[src/rtl/cpu_mem_pkg.sv]
// Shared constants and state encoding for the CPU <-> 16-bit data memory path.
//   MEM_W       : data memory port width in bits
//   HALF_BYTES  : bytes per memory beat (address step between beats)
//   mem_state_e : beat sequencer states shared by load/store controllers
package cpu_mem_pkg;

    localparam int unsigned MEM_W      = 16;
    localparam int unsigned HALF_BYTES = 2;

    typedef enum logic [1:0] {
        StIdle  = 2'd0,
        StFirst = 2'd1,
        StLast  = 2'd2
    } mem_state_e;

endpackage

[src/rtl/store_align_check.sv]
// Combinational alignment check for halfword/word memory requests.
// Ports:
//   addr       : low two bits of the byte address
//   is_half    : 1 = halfword access, 0 = word access
//   misaligned : 1 when the address is not naturally aligned for the access size
module store_align_check (
    input  logic [1:0] addr,
    input  logic       is_half,
    output logic       misaligned
);

    assign misaligned = is_half ? addr[0] : (addr != 2'b00);

endmodule

[src/rtl/store_half_narrower.sv]
// Store-path narrower: splits a 32-bit store into 16-bit memory beats.
// SW emits two beats (addr, addr+2), SH emits one truncated beat.
// Ports:
//   clk, rst_n                     : clock, asynchronous active-low reset
//   in_valid/in_ready              : request handshake
//   in_data, in_addr, in_is_half   : store request fields
//   out_valid/out_ready            : memory beat handshake
//   out_data, out_addr, out_last   : beat fields (out_last marks final beat)
//   trunc_err                      : 1-cycle pulse, SH accepted with non-zero upper half
//   align_err                      : 1-cycle pulse, misaligned request dropped
module store_half_narrower
    import cpu_mem_pkg::*;
#(
    parameter bit          LOW_FIRST = 1'b1,
    parameter int unsigned ADDR_W    = 32
) (
    input  logic              clk,
    input  logic              rst_n,
    input  logic              in_valid,
    output logic              in_ready,
    input  logic [2*MEM_W-1:0] in_data,
    input  logic [ADDR_W-1:0] in_addr,
    input  logic              in_is_half,
    output logic              out_valid,
    input  logic              out_ready,
    output logic [MEM_W-1:0]  out_data,
    output logic [ADDR_W-1:0] out_addr,
    output logic              out_last,
    output logic              trunc_err,
    output logic              align_err
);

    mem_state_e        state_q, state_d;
    logic [MEM_W-1:0]  data_q, data_d;
    logic [MEM_W-1:0]  second_q, second_d;
    logic [ADDR_W-1:0] addr_q, addr_d;
    logic              last_q, last_d;
    logic              trunc_q, trunc_d;
    logic              align_q, align_d;

    logic             misaligned;
    logic             accept;
    logic             take;
    logic [MEM_W-1:0] lo_half;
    logic [MEM_W-1:0] hi_half;

    store_align_check u_align (
        .addr       (in_addr[1:0]),
        .is_half    (in_is_half),
        .misaligned (misaligned)
    );

    assign lo_half = in_data[MEM_W-1:0];
    assign hi_half = in_data[2*MEM_W-1:MEM_W];

    // In LAST a new request may be taken in the cycle the final beat completes.
    always_comb begin
        in_ready = 1'b0;
        if (rst_n) begin
            unique case (state_q)
                StIdle:  in_ready = 1'b1;
                StLast:  in_ready = out_ready;
                default: in_ready = 1'b0;
            endcase
        end
    end

    assign accept = in_valid & in_ready;

    always_comb begin
        state_d  = state_q;
        data_d   = data_q;
        second_d = second_q;
        addr_d   = addr_q;
        last_d   = last_q;
        trunc_d  = 1'b0;
        align_d  = 1'b0;
        take     = 1'b0;

        unique case (state_q)
            StIdle: take = 1'b1;
            StFirst: begin
                if (out_ready) begin
                    data_d  = second_q;
                    addr_d  = addr_q + ADDR_W'(HALF_BYTES);
                    last_d  = 1'b1;
                    state_d = StLast;
                end
            end
            StLast: begin
                if (out_ready) begin
                    take    = 1'b1;
                    last_d  = 1'b0;
                    state_d = StIdle;
                end
            end
            default: state_d = StIdle;
        endcase

        // A request taken here overrides the idle fallback chosen above.
        if (take && accept) begin
            if (misaligned) begin
                align_d = 1'b1;
                last_d  = 1'b0;
                state_d = StIdle;
            end else if (in_is_half) begin
                data_d  = lo_half;
                addr_d  = in_addr;
                last_d  = 1'b1;
                trunc_d = |hi_half;
                state_d = StLast;
            end else begin
                data_d   = LOW_FIRST ? lo_half : hi_half;
                second_d = LOW_FIRST ? hi_half : lo_half;
                addr_d   = in_addr;
                last_d   = 1'b0;
                state_d  = StFirst;
            end
        end
    end

    always_ff @(posedge clk or negedge rst_n) begin
        if (!rst_n) begin
            state_q  <= StIdle;
            data_q   <= '0;
            second_q <= '0;
            addr_q   <= '0;
            last_q   <= 1'b0;
            trunc_q  <= 1'b0;
            align_q  <= 1'b0;
        end else begin
            state_q  <= state_d;
            data_q   <= data_d;
            second_q <= second_d;
            addr_q   <= addr_d;
            last_q   <= last_d;
            trunc_q  <= trunc_d;
            align_q  <= align_d;
        end
    end

    assign out_valid = (state_q != StIdle);
    assign out_data  = data_q;
    assign out_addr  = addr_q;
    assign out_last  = last_q;
    assign trunc_err = trunc_q;
    assign align_err = align_q;

endmodule
[config.mk]
export PLATFORM = sky130hd
export DESIGN_NAME = store_half_narrower
export DESIGN_NICKNAME = d
export VERILOG_FILES = /design/src/rtl/cpu_mem_pkg.sv /design/src/rtl/store_align_check.sv /design/src/rtl/store_half_narrower.sv
export SDC_FILE = /design/constraint.sdc
export NUM_CORES = 1
export LEC_CHECK = 0
export ABC_AREA = 1
export BUFFER_PORTS_ARGS = -buffer_cell sky130_fd_sc_hd__buf_4
export CAP_MARGIN = 10
export CELL_PAD_IN_SITES_DETAIL_PLACEMENT = 1
export CELL_PAD_IN_SITES_GLOBAL_PLACEMENT = 1
export CORE_MARGIN = 5
export CORE_UTILIZATION = 36
export DETAILED_ROUTE_END_ITERATION = 6
export PLACE_DENSITY = 0.87
export SLEW_MARGIN = 20
export SYNTH_ARGS = -nofsm -noshare
export SYNTH_HDL_FRONTEND = slang
export SYNTH_SLANG_ARGS = --single-unit
[constraint.sdc]
create_clock -name clk -period 1.65 [get_ports clk]
set_input_delay 0.165 -clock clk [delete_from_list [all_inputs] [get_ports clk]]
set_output_delay 0.165 -clock clk [all_outputs]
set_load 0.05 [all_outputs]
# == After elaboration in Yosys (flattened, before gate mapping) ==
# Index checks and enable logic that the tools add are counted.
# word_totals
ff_bits,69
latch_bits,0
ram_bits,0
mem_bits_ro,0
output_inout_bits,53
mem_count,0
# classes
add_sub_neg,1
mul,0
div,0
order_cmp,0
eq_ne,5
n_shift,0
mux,30
bitwise,3
n_reduce_logical,9
# op_table
op,count
$mux 32,4
$mux 16,4
$add 32x2->32 const B,1
$reduce_or 16->1,1
$mux 1,13
$mux 2,5
$reduce_and 3->1,3
$ne 3x3->1 const B,2
$pmux 1 s2,3
$pmux 2 s3,1
$reduce_bool 2->1,2
$reduce_bool 3->1,1
$eq 2x1->1 const B,1
$eq 2x2->1 const B,1
$logic_not 2->1,1
$ne 2x2->1 const B,1
$not 1->1,2
$and 1x1->1,1
$logic_and 1x1->1,1

# == Logic depth before layout (Yosys ltp) ==
# Gate-level depths: netlist of the first run.
# depth
ltp_word,7
ltp_mapped,10

# == Cells and area by module ==
# From an unflattened synthesis of the first run, not the netlist that was laid out.
# hier_totals
hier_cells,508
hier_area_um2,3767.4
# by_module_without_submodules
mod,instances,cells_each,area_each_um2,seq_area_each_um2
store_half_narrower,1,504,3752.3,1726.7
store_align_check,1,4,15.0,0.0

# == Worst setup path before layout of the first run ==
# No wires, ideal clock.
# synth_path
kind,register to register
startpoint,"reg addr_q[1], in the netlist out_addr[1]"
endpoint,"reg addr_q[15], in the netlist out_addr[15]"
setup_time_ns,0.133
t_arrival_ns,1.680
t_required_ns,1.517
setup_slack_ns,-0.162
stages_incl_launch_ff,9
n_path_buf,0
synth_period_minus_slack_ns,1.812
cell_sequence,dfrtp_1 -> ha_1 -> nand3_1 -> nor2_1 -> nand3_1 -> inv_1 -> nand3_1 -> nand2_1 -> a21oi_1
# synth_via
elab_chain_len,5
# synth_lines
item,line,source
start: declaration,store_half_narrower.sv:36,"logic [ADDR_W-1:0] addr_q, addr_d;"
start signal: assignment,store_half_narrower.sv:135,addr_q <= addr_d;
$add 32x2->32 (*),store_half_narrower.sv:85,addr_d = addr_q + ADDR_W'(HALF_BYTES);
$mux 32 (*),store_half_narrower.sv:83,if (out_ready) begin
$mux 32 (*),store_half_narrower.sv:80,unique case (state_q)
$mux 32,store_half_narrower.sv:102,if (misaligned) begin
$mux 32 (*),store_half_narrower.sv:101,if (take && accept) begin
net addr_d[15],store_half_narrower.sv:36,
# The timed path passes the listed nets; every way through them passes the cells marked *.
# A chain may end at the register's enable or synchronous reset.

# == Final worst setup path of the first run ==
# layout_path
startpoint,"reg addr_q[1], in the netlist out_addr[1]"
endpoint,"reg addr_q[29], in the netlist out_addr[29]"
# The elaborated chain is that of the path after synthesis.

==> impl_results.md, run 1 <==
* Area grow syn2layout at 37.7%
* First-pass iteration count of the detailed router at 4
* Peak VDD IR at 0.632 mV
* Number of top-level pins at between 100 and 150
* Die Span X at 111 µm
* Post-route DRC at 0
* Routed Antenna Nets at 0
* Core Rows at 37
* Clock share of power at 22.3%
* Power density over the cells at 1360 mW/mm²
* First-pass GRT wire length at just over 20000 µm
* Reg2reg path depth at 9
* Count of buffers from port buffering at around 120
* P_leak at 0.00255 µW
* Via density at 4.99
* Crit path max fanout at 7
* Pin count of the biggest net entering global routing at 70
* Worst-path clk slew at 90 ps
* Synth warnings at 0
* Maximum Capacitance Violations at 0
* NetSw at 3030 µW
* Syn Area/Cell at 7.40 µm²
* WL final at 12200 µm
* Clk sink count at about 70
* Startpoint Class: flip-flop
* Sequential element share of the synthesized area at 46.9%
* Combinational share of power at 40.9%
* Placed cell area at between 0.004 and 0.005 mm²
* # diodes at 0
* Tot Pwr at 6880 µW
* Cell count after synthesis at 498
* Drt wl/cell at 15.8 µm
* Fill count at 1280
* Period utilization at a little over nine tenths
* Int Power at 3860 µW
* CTS Buf Count at 9
* Post-DP HPWL at 9410 µm
* Final hold vios at 0
* Number of global-route vias before repair at between 4000 and 5000
* Area of the mapped netlist at 0.00368 mm²
* Setup Crit Path Kind: flip-flop to flip-flop
* Initial Utilization at 36.3%
* Antenna violations before repair at 0
* GPL Wtd Cong at about 0.82
* Synthesis-stage register bit count at between 60 and 70
* Unrepaired setup endpoints after global routing: yes
* Vias post-DR at 3845
* Clock Latency Late Sink at 360 ps
* Clock Path Buffers at 2
* Max-slew violation count at 0
* Gr usage total at approximately 20%
* CTS Hold Bufs at 0
* Die footprint at 0.0124 mm²
* Initial DRC Count at 132
* Critical Path RT at 1930 ps
* Finished Cell Area at ~0.0051 mm²
* Switch share at between 40% and 50%
* CTS root buf: clkbuf_8
* Critical Path Sink Type: flip-flop
* Outcome: completed
* Final setup vio count at 0
* Fin crit period at 1580 ps
* CTS tree: built
* Die height at 111 µm
* Hold Path Cell Cnt at 3
* Post-layout util at 50.0%
* Share of layout cells above drive strength 1 at 28.4%
* Max_slew headroom at 40.3%
* Clk_skew at roughly 16 ps
* HP Class: input pin to flip-flop
* Overflow after GRT at 0
* Core area at between 0.01 and 0.015 mm²
* Max Clock Freq at about 630 MHz
* Worst slew pin tran at 896 ps
* Final nets at 699
* Post-synth cell types at 27
* H-tree Lvls at 3
* Syn_nets at 568
* Worst EP arrival at 1850 ps
* Register share of total power at 36.8%
## critical path, stage by stage, from the launching register on
cell and delay (ps):
dfrtp_2 410, ha_2 200, inv_1 40, nor2_1 110, nand2_1 120, nor2_4 250
nand3_1 110, nand2_1 70, nand2_1 50, a21oi_1 130
## path summary, 6_finish.rpt
check	from	endpoint	slack [ps]
setup / recovery	out_addr[1]$_DFF_PN0_	out_addr[29]$_DFF_PN0_	70
hold / removal	in_addr[5]	out_addr[5]$_DFF_PN0_	20
setup reg to reg	out_addr[1]$_DFF_PN0_	out_addr[29]$_DFF_PN0_	70
hold reg to reg	second_q[3]$_DFFE_PN0P_	second_q[3]$_DFFE_PN0P_	480
max in group asynchronous	rst_n	out_addr[2]$_DFF_PN0_	920
min in group asynchronous	rst_n	out_addr[5]$_DFF_PN0_	80
## per-stage QoR
step / std cells / hold WS (ps) / setup slack (ps) / setup TNS [ps]
floorplan: 498 / -131 / -105 / -991
global placement: 751 / 381 / 85.8 / 0
detailed placement: 751 / 388 / 2.33 / 0
CTS: 767 / 20.7 / 0.646 / 0
global route: 770 / 32.2 / -47.6 / -361
finish: 770 / 25.0 / 73.5 / 0
## power groups by stage
stage,Combinational (µW),Sequential [µW],Clock [µW]
after detailed placement,2800,2560,0
final,2820,2530,1540
after floorplan,769,3520,0
after global routing,3050,2600,1640
after global placement,2720,2530,0
after CTS,2810,2530,1560
## kinds of logic after synthesis
family                     Yosys count  share of synthesized area, %
adders and majority gates            1                         0.340
xor gates and xnor gates            12                          2.85
buffers and inverters               48                          5.43
DFF                                 69                          46.9
and+or+nand+nor                    312                          35.7
AOI/OAI and AO/OA                   56                          8.83
## layout make-up
cell class / instances / area (µm²) / share of cell area (%)
repair buffers: 136 / 1040 / 20.6
clock buffers: 10 / 128 / 2.52
clock inverters: 6 / 88.8 / 1.75
inverters: 31 / 116 / 2.29
well taps: 136 / 170 / 3.35
multi-input cells: 382 / 1790 / 35.3
flip-flops and latches: 69 / 1730 / 34.2
## registers in the layout (all words and copies together) (netlist names)
name / count
trunc_err: 1
out_data: 16
second_q: 16
out_last: 1
align_err: 1
state_q: 2
out_addr: 32
## timing repair
action / 4_1_cts / 5_1_grt
resized for setup: 1 / 13
cloned: 0 / 1
setup endpoints to repair: 2 / 47
pin swaps: 0 / 2
buffers inserted: 0 / 2
## Yosys cell counts
| cell type | count | area, µm² |
|---|---|---|
| nand4_1 | 9 | 56.3 |
| and2_1 | 1 | 6.26 |
| o21ai_0 | 5 | 25.0 |
| a21oi_1 | 28 | 140 |
| inv_1 | 28 | 105 |
| nor3_4 | 1 | 16.3 |
| nor3_1 | 2 | 10.0 |
| nor2_1 | 85 | 319 |
| o21bai_1 | 4 | 30.0 |
| buf_2 | 7 | 35.0 |
| buf_6 | 1 | 11.3 |
| inv_2 | 3 | 11.3 |
| ha_1 | 1 | 12.5 |
| nor2_4 | 3 | 33.8 |
| a21oi_4 | 1 | 16.3 |
| clkbuf_1 | 8 | 30.0 |
| a31oi_1 | 17 | 106 |
| nand2_4 | 1 | 11.3 |
| nand2_1 | 160 | 601 |
| buf_4 | 1 | 7.51 |
| a21o_1 | 1 | 7.51 |
| nor4_1 | 4 | 25.0 |
| xor2_1 | 6 | 52.6 |
| xnor2_1 | 6 | 52.6 |
| dfrtp_1 | 69 | 1730 |
| nand2_2 | 4 | 25.0 |
| nand3_1 | 42 | 210 |
## cell usage in the layout (no fill, tap or decap), types with 2 or more instances in the layout
| cell type | n |
|---|---|
| dfrtp_2 | 6 |
| nor4_1 | 4 |
| nand4_1 | 9 |
| xor2_1 | 6 |
| inv_2 | 3 |
| a31oi_1 | 17 |
| nand2_1 | 159 |
| o21bai_1 | 4 |
| nor2_2 | 5 |
| nor3_1 | 2 |
| buf_4 | 133 |
| o21ai_0 | 5 |
| nor2_4 | 4 |
| a21oi_1 | 28 |
| clkinvlp_4 | 2 |
| nand2_2 | 5 |
| clkbuf_8 | 9 |
| bufinv_16 | 2 |
| inv_1 | 28 |
| xnor2_1 | 6 |
| nor2_1 | 80 |
| dfrtp_1 | 63 |
| nand3_1 | 41 |
## per-layer routing
layer  vias up  part of all wire (%)  GRT usage [%]
li1       1869                     -              -
met1      1859                    41           23.0
met2       103                    51           36.5
met3        14                   6.0           5.46
met4         0                   1.4           6.08
met5         -                     0              0
No activity file was read; power rests on OpenSTA's default activity.
==> inputs of run 2 (changes only) <==
Settings changed: REMOVE_ABC_BUFFERS set to 1.
==> run 2 against run 1 <==
Via count is 1.8% higher; die area stayed put; cell count is 1.0% higher; utilization is 0.78 points higher; design area is 1.6% higher; critical path depth stayed put; routed wire length is 2.7% higher; largest power group unchanged; fmax is 1.5% lower; global-route usage is 0.11 points lower; flip-flop and latch count stayed put.
==> impl_results.md, run 2 (same netlist as run 1, synthesis figures left out) <==
* Outcome: completed (unchanged)
* # diodes at 0 (unchanged)
* Antenna violations before repair at 0 (unchanged)
* Most common cell after layout, fill and taps aside: nand2_1 (unchanged)
* Die Span X at 111 µm (unchanged)
* Non-filler cells, final at 778 (was 770)
* Switch share at 44.1% (was 44.0%)
* Share of layout cells above drive strength 1 at 29.4% (was 28.4%)
* GPL Wtd Cong at 0.813 (was 0.819)
* Vias post-DR at 3916 (was 3845)
* WL final at 12500 µm (was 12200 µm)
* NetSw at 3070 µW (was 3030 µW)
* Combinational share of power at 41.7% (was 40.9%)
* Via density at 5.03 (was 4.99)
* Register share of total power at 36.2% (was 36.8%)
* Clock Path Buffers at 2 (unchanged)
* Period utilization at 97.0% (was 95.5%)
* Critical Path RT at 1930 ps (about the same)
* Fin crit period at 1600 ps (was 1580 ps)
* Launch point of the worst reg-to-reg path: state_q[1]$_DFFE_PN0P_ (was out_addr[1]$_DFF_PN0_)
* HP Class: input pin to flip-flop (unchanged)
* Largest register FFs at 32 (unchanged)
* Dpl cells at 756 (was 751)
* H-tree Lvls at 3 (unchanged)
* Max-slew violation count at 0 (unchanged)
* Routed Antenna Nets at 0 (unchanged)
* Clk sink count at 69 (unchanged)
* First-pass iteration count of the detailed router at 6 (was 4)
* CTS root buf: clkbuf_8 (unchanged)
* Initial DRC Count at 145 (was 132)
* Final nets at 707 (was 699)
* Int Power at 3900 µW (was 3860 µW)
* CTS Buf Count at 9 (unchanged)
* Core Rows at 37 (unchanged)
* Startpoint Class: flip-flop (unchanged)
* Final hold vios at 0 (unchanged)
* Hold_sp: in_addr[5] (unchanged)
* CTS tree: built (unchanged)
* Worst-path clk slew at 80 ps (was 90 ps)
* Setup WS pre-CTS at -41.3 ps (was 2.33 ps)
* Die height at 111 µm (unchanged)
* Max_slew headroom at 40.7% (was 40.3%)
* P_leak at 0.00260 µW (was 0.00255 µW)
* Overflow after GRT at 0 (unchanged)
* Clk_skew at 10.1 ps (was 15.5 ps)
* Max Clock Freq at 625 MHz (was 634 MHz)
* Post-DP HPWL at 9450 µm (was 9410 µm)
* Unrepaired setup endpoints after global routing: yes (unchanged)
* Pin count of the biggest net entering global routing at 71 (was 70)
* Crit path max fanout at 7 (unchanged)
* Post-route DRC at 0 (unchanged)
* Final WS setup at 50.1 ps (was 73.5 ps)
* Worst slew pin tran at 889 ps (was 896 ps)
* Number of global-route vias before repair at 4239 (was 4209)
* First-pass GRT wire length at 20400 µm (was 20300 µm)
* Gr usage total at 20.0% (was 20.1%)
* Count of buffers from port buffering at 121 (unchanged)
* Core area at 0.0101 mm² (unchanged)
* CTS Hold Bufs at 0 (unchanged)
* Peak VDD IR at 0.525 mV (was 0.632 mV)
* Drt wl/cell at 16.1 µm (was 15.8 µm)
* Most frequent cells in the layout: nand2_1, buf_4, nor2_1 (unchanged)
* Setup Crit Path Kind: flip-flop to flip-flop (unchanged)
* Worst setup path start: state_q[1]$_DFFE_PN0P_ (was out_addr[1]$_DFF_PN0_)
* Maximum Capacitance Violations at 0 (unchanged)
* Die footprint at 0.0124 mm² (unchanged)
* Number of top-level pins at 122 (unchanged)
* Area grow syn2layout at 39.9% (was 37.7%)
* Initial Utilization at 36.3% (unchanged)
* Critical Path Sink Type: flip-flop (unchanged)
* Worst EP arrival at 1880 ps (was 1850 ps)
* Clock Latency Late Sink at 350 ps (was 360 ps)
* Power density over the cells at 1350 mW/mm² (was 1360 mW/mm²)
* Clock share of power at 22.1% (was 22.3%)
* Final setup vio count at 0 (unchanged)
==> run 2: cell type report <==
class / count / area [µm²]
fill: 1284 / 4990
timing repair buffer: 144 / 1090
clock inverter: 6 / 87.6
sequential: 69 / 1730
tap: 136 / 170
clock buffer: 10 / 128
inverter: 31 / 116
multi-input combinational: 382 / 1830
==> run 2: final timing paths <==
check,endpoint,slack (ps),cells after the start
max,out_addr[29]$_DFF_PN0_,50,9
min,out_addr[5]$_DFF_PN0_,30,3
max reg2reg,out_addr[29]$_DFF_PN0_,50,9
min reg2reg,second_q[5]$_DFFE_PN0P_,480,2
max in group asynchronous,out_addr[31]$_DFF_PN0_,1000,2
min in group asynchronous,out_addr[14]$_DFF_PN0_,40,2
==> run 2: critical path: stages (launching register included) <==
cell	delay, ps
dfrtp_1	410
inv_1	100
nand2_1	100
nor2_4	170
nand2_1	150
nor2_4	230
nand3_1	130
nand2_1	90
nand2_1	50
a21oi_1	110
==> run 2: power groups by stage <==
stage	sequential, µW	clock (µW)	combinational [µW]
2_1_floorplan	3520	0	759
3_3_place_gp	2500	0	2770
3_5_place_dp	2530	0	2860
4_1_cts	2510	1570	2870
5_1_grt	2580	1670	3120
6_report	2520	1540	2910
==> run 2: stage by stage <==
step / total power, µW / utilization, % / hold slack, ps / setup TNS (ps) / instance area (µm²)
2_1_floorplan: 4270 / - / -131 / -27600 / 3600
6_report: 6970 / 50.8 / 28.9 / 0 / 5150
4_1_cts: 6950 / 49.7 / 20.2 / 0 / 5040
3_5_place_dp: 5390 / 47.6 / 386 / -41.3 / 4830
3_3_place_gp: 5280 / 47.6 / 376 / 0 / 4830
5_1_grt: 7380 / 50.8 / 19.8 / -146 / 5150
==> run 2: repair_timing <==
item | in CTS | in global routing
setup buffers | 0 | 5
gates resized for setup | 1 | 18
pin swaps | 0 | 4
setup endpoints to repair | 5 | 23
gates cloned | 0 | 1
==> run 2: metal layers <==
layer	global-route usage [%]	share of wire (%)	vias to the layer above
met5	0	0	-
met4	6.49	1.6	0
met3	4.31	6.0	14
met2	34.7	49	120
met1	24.7	43	1892
li1	-	-	1890
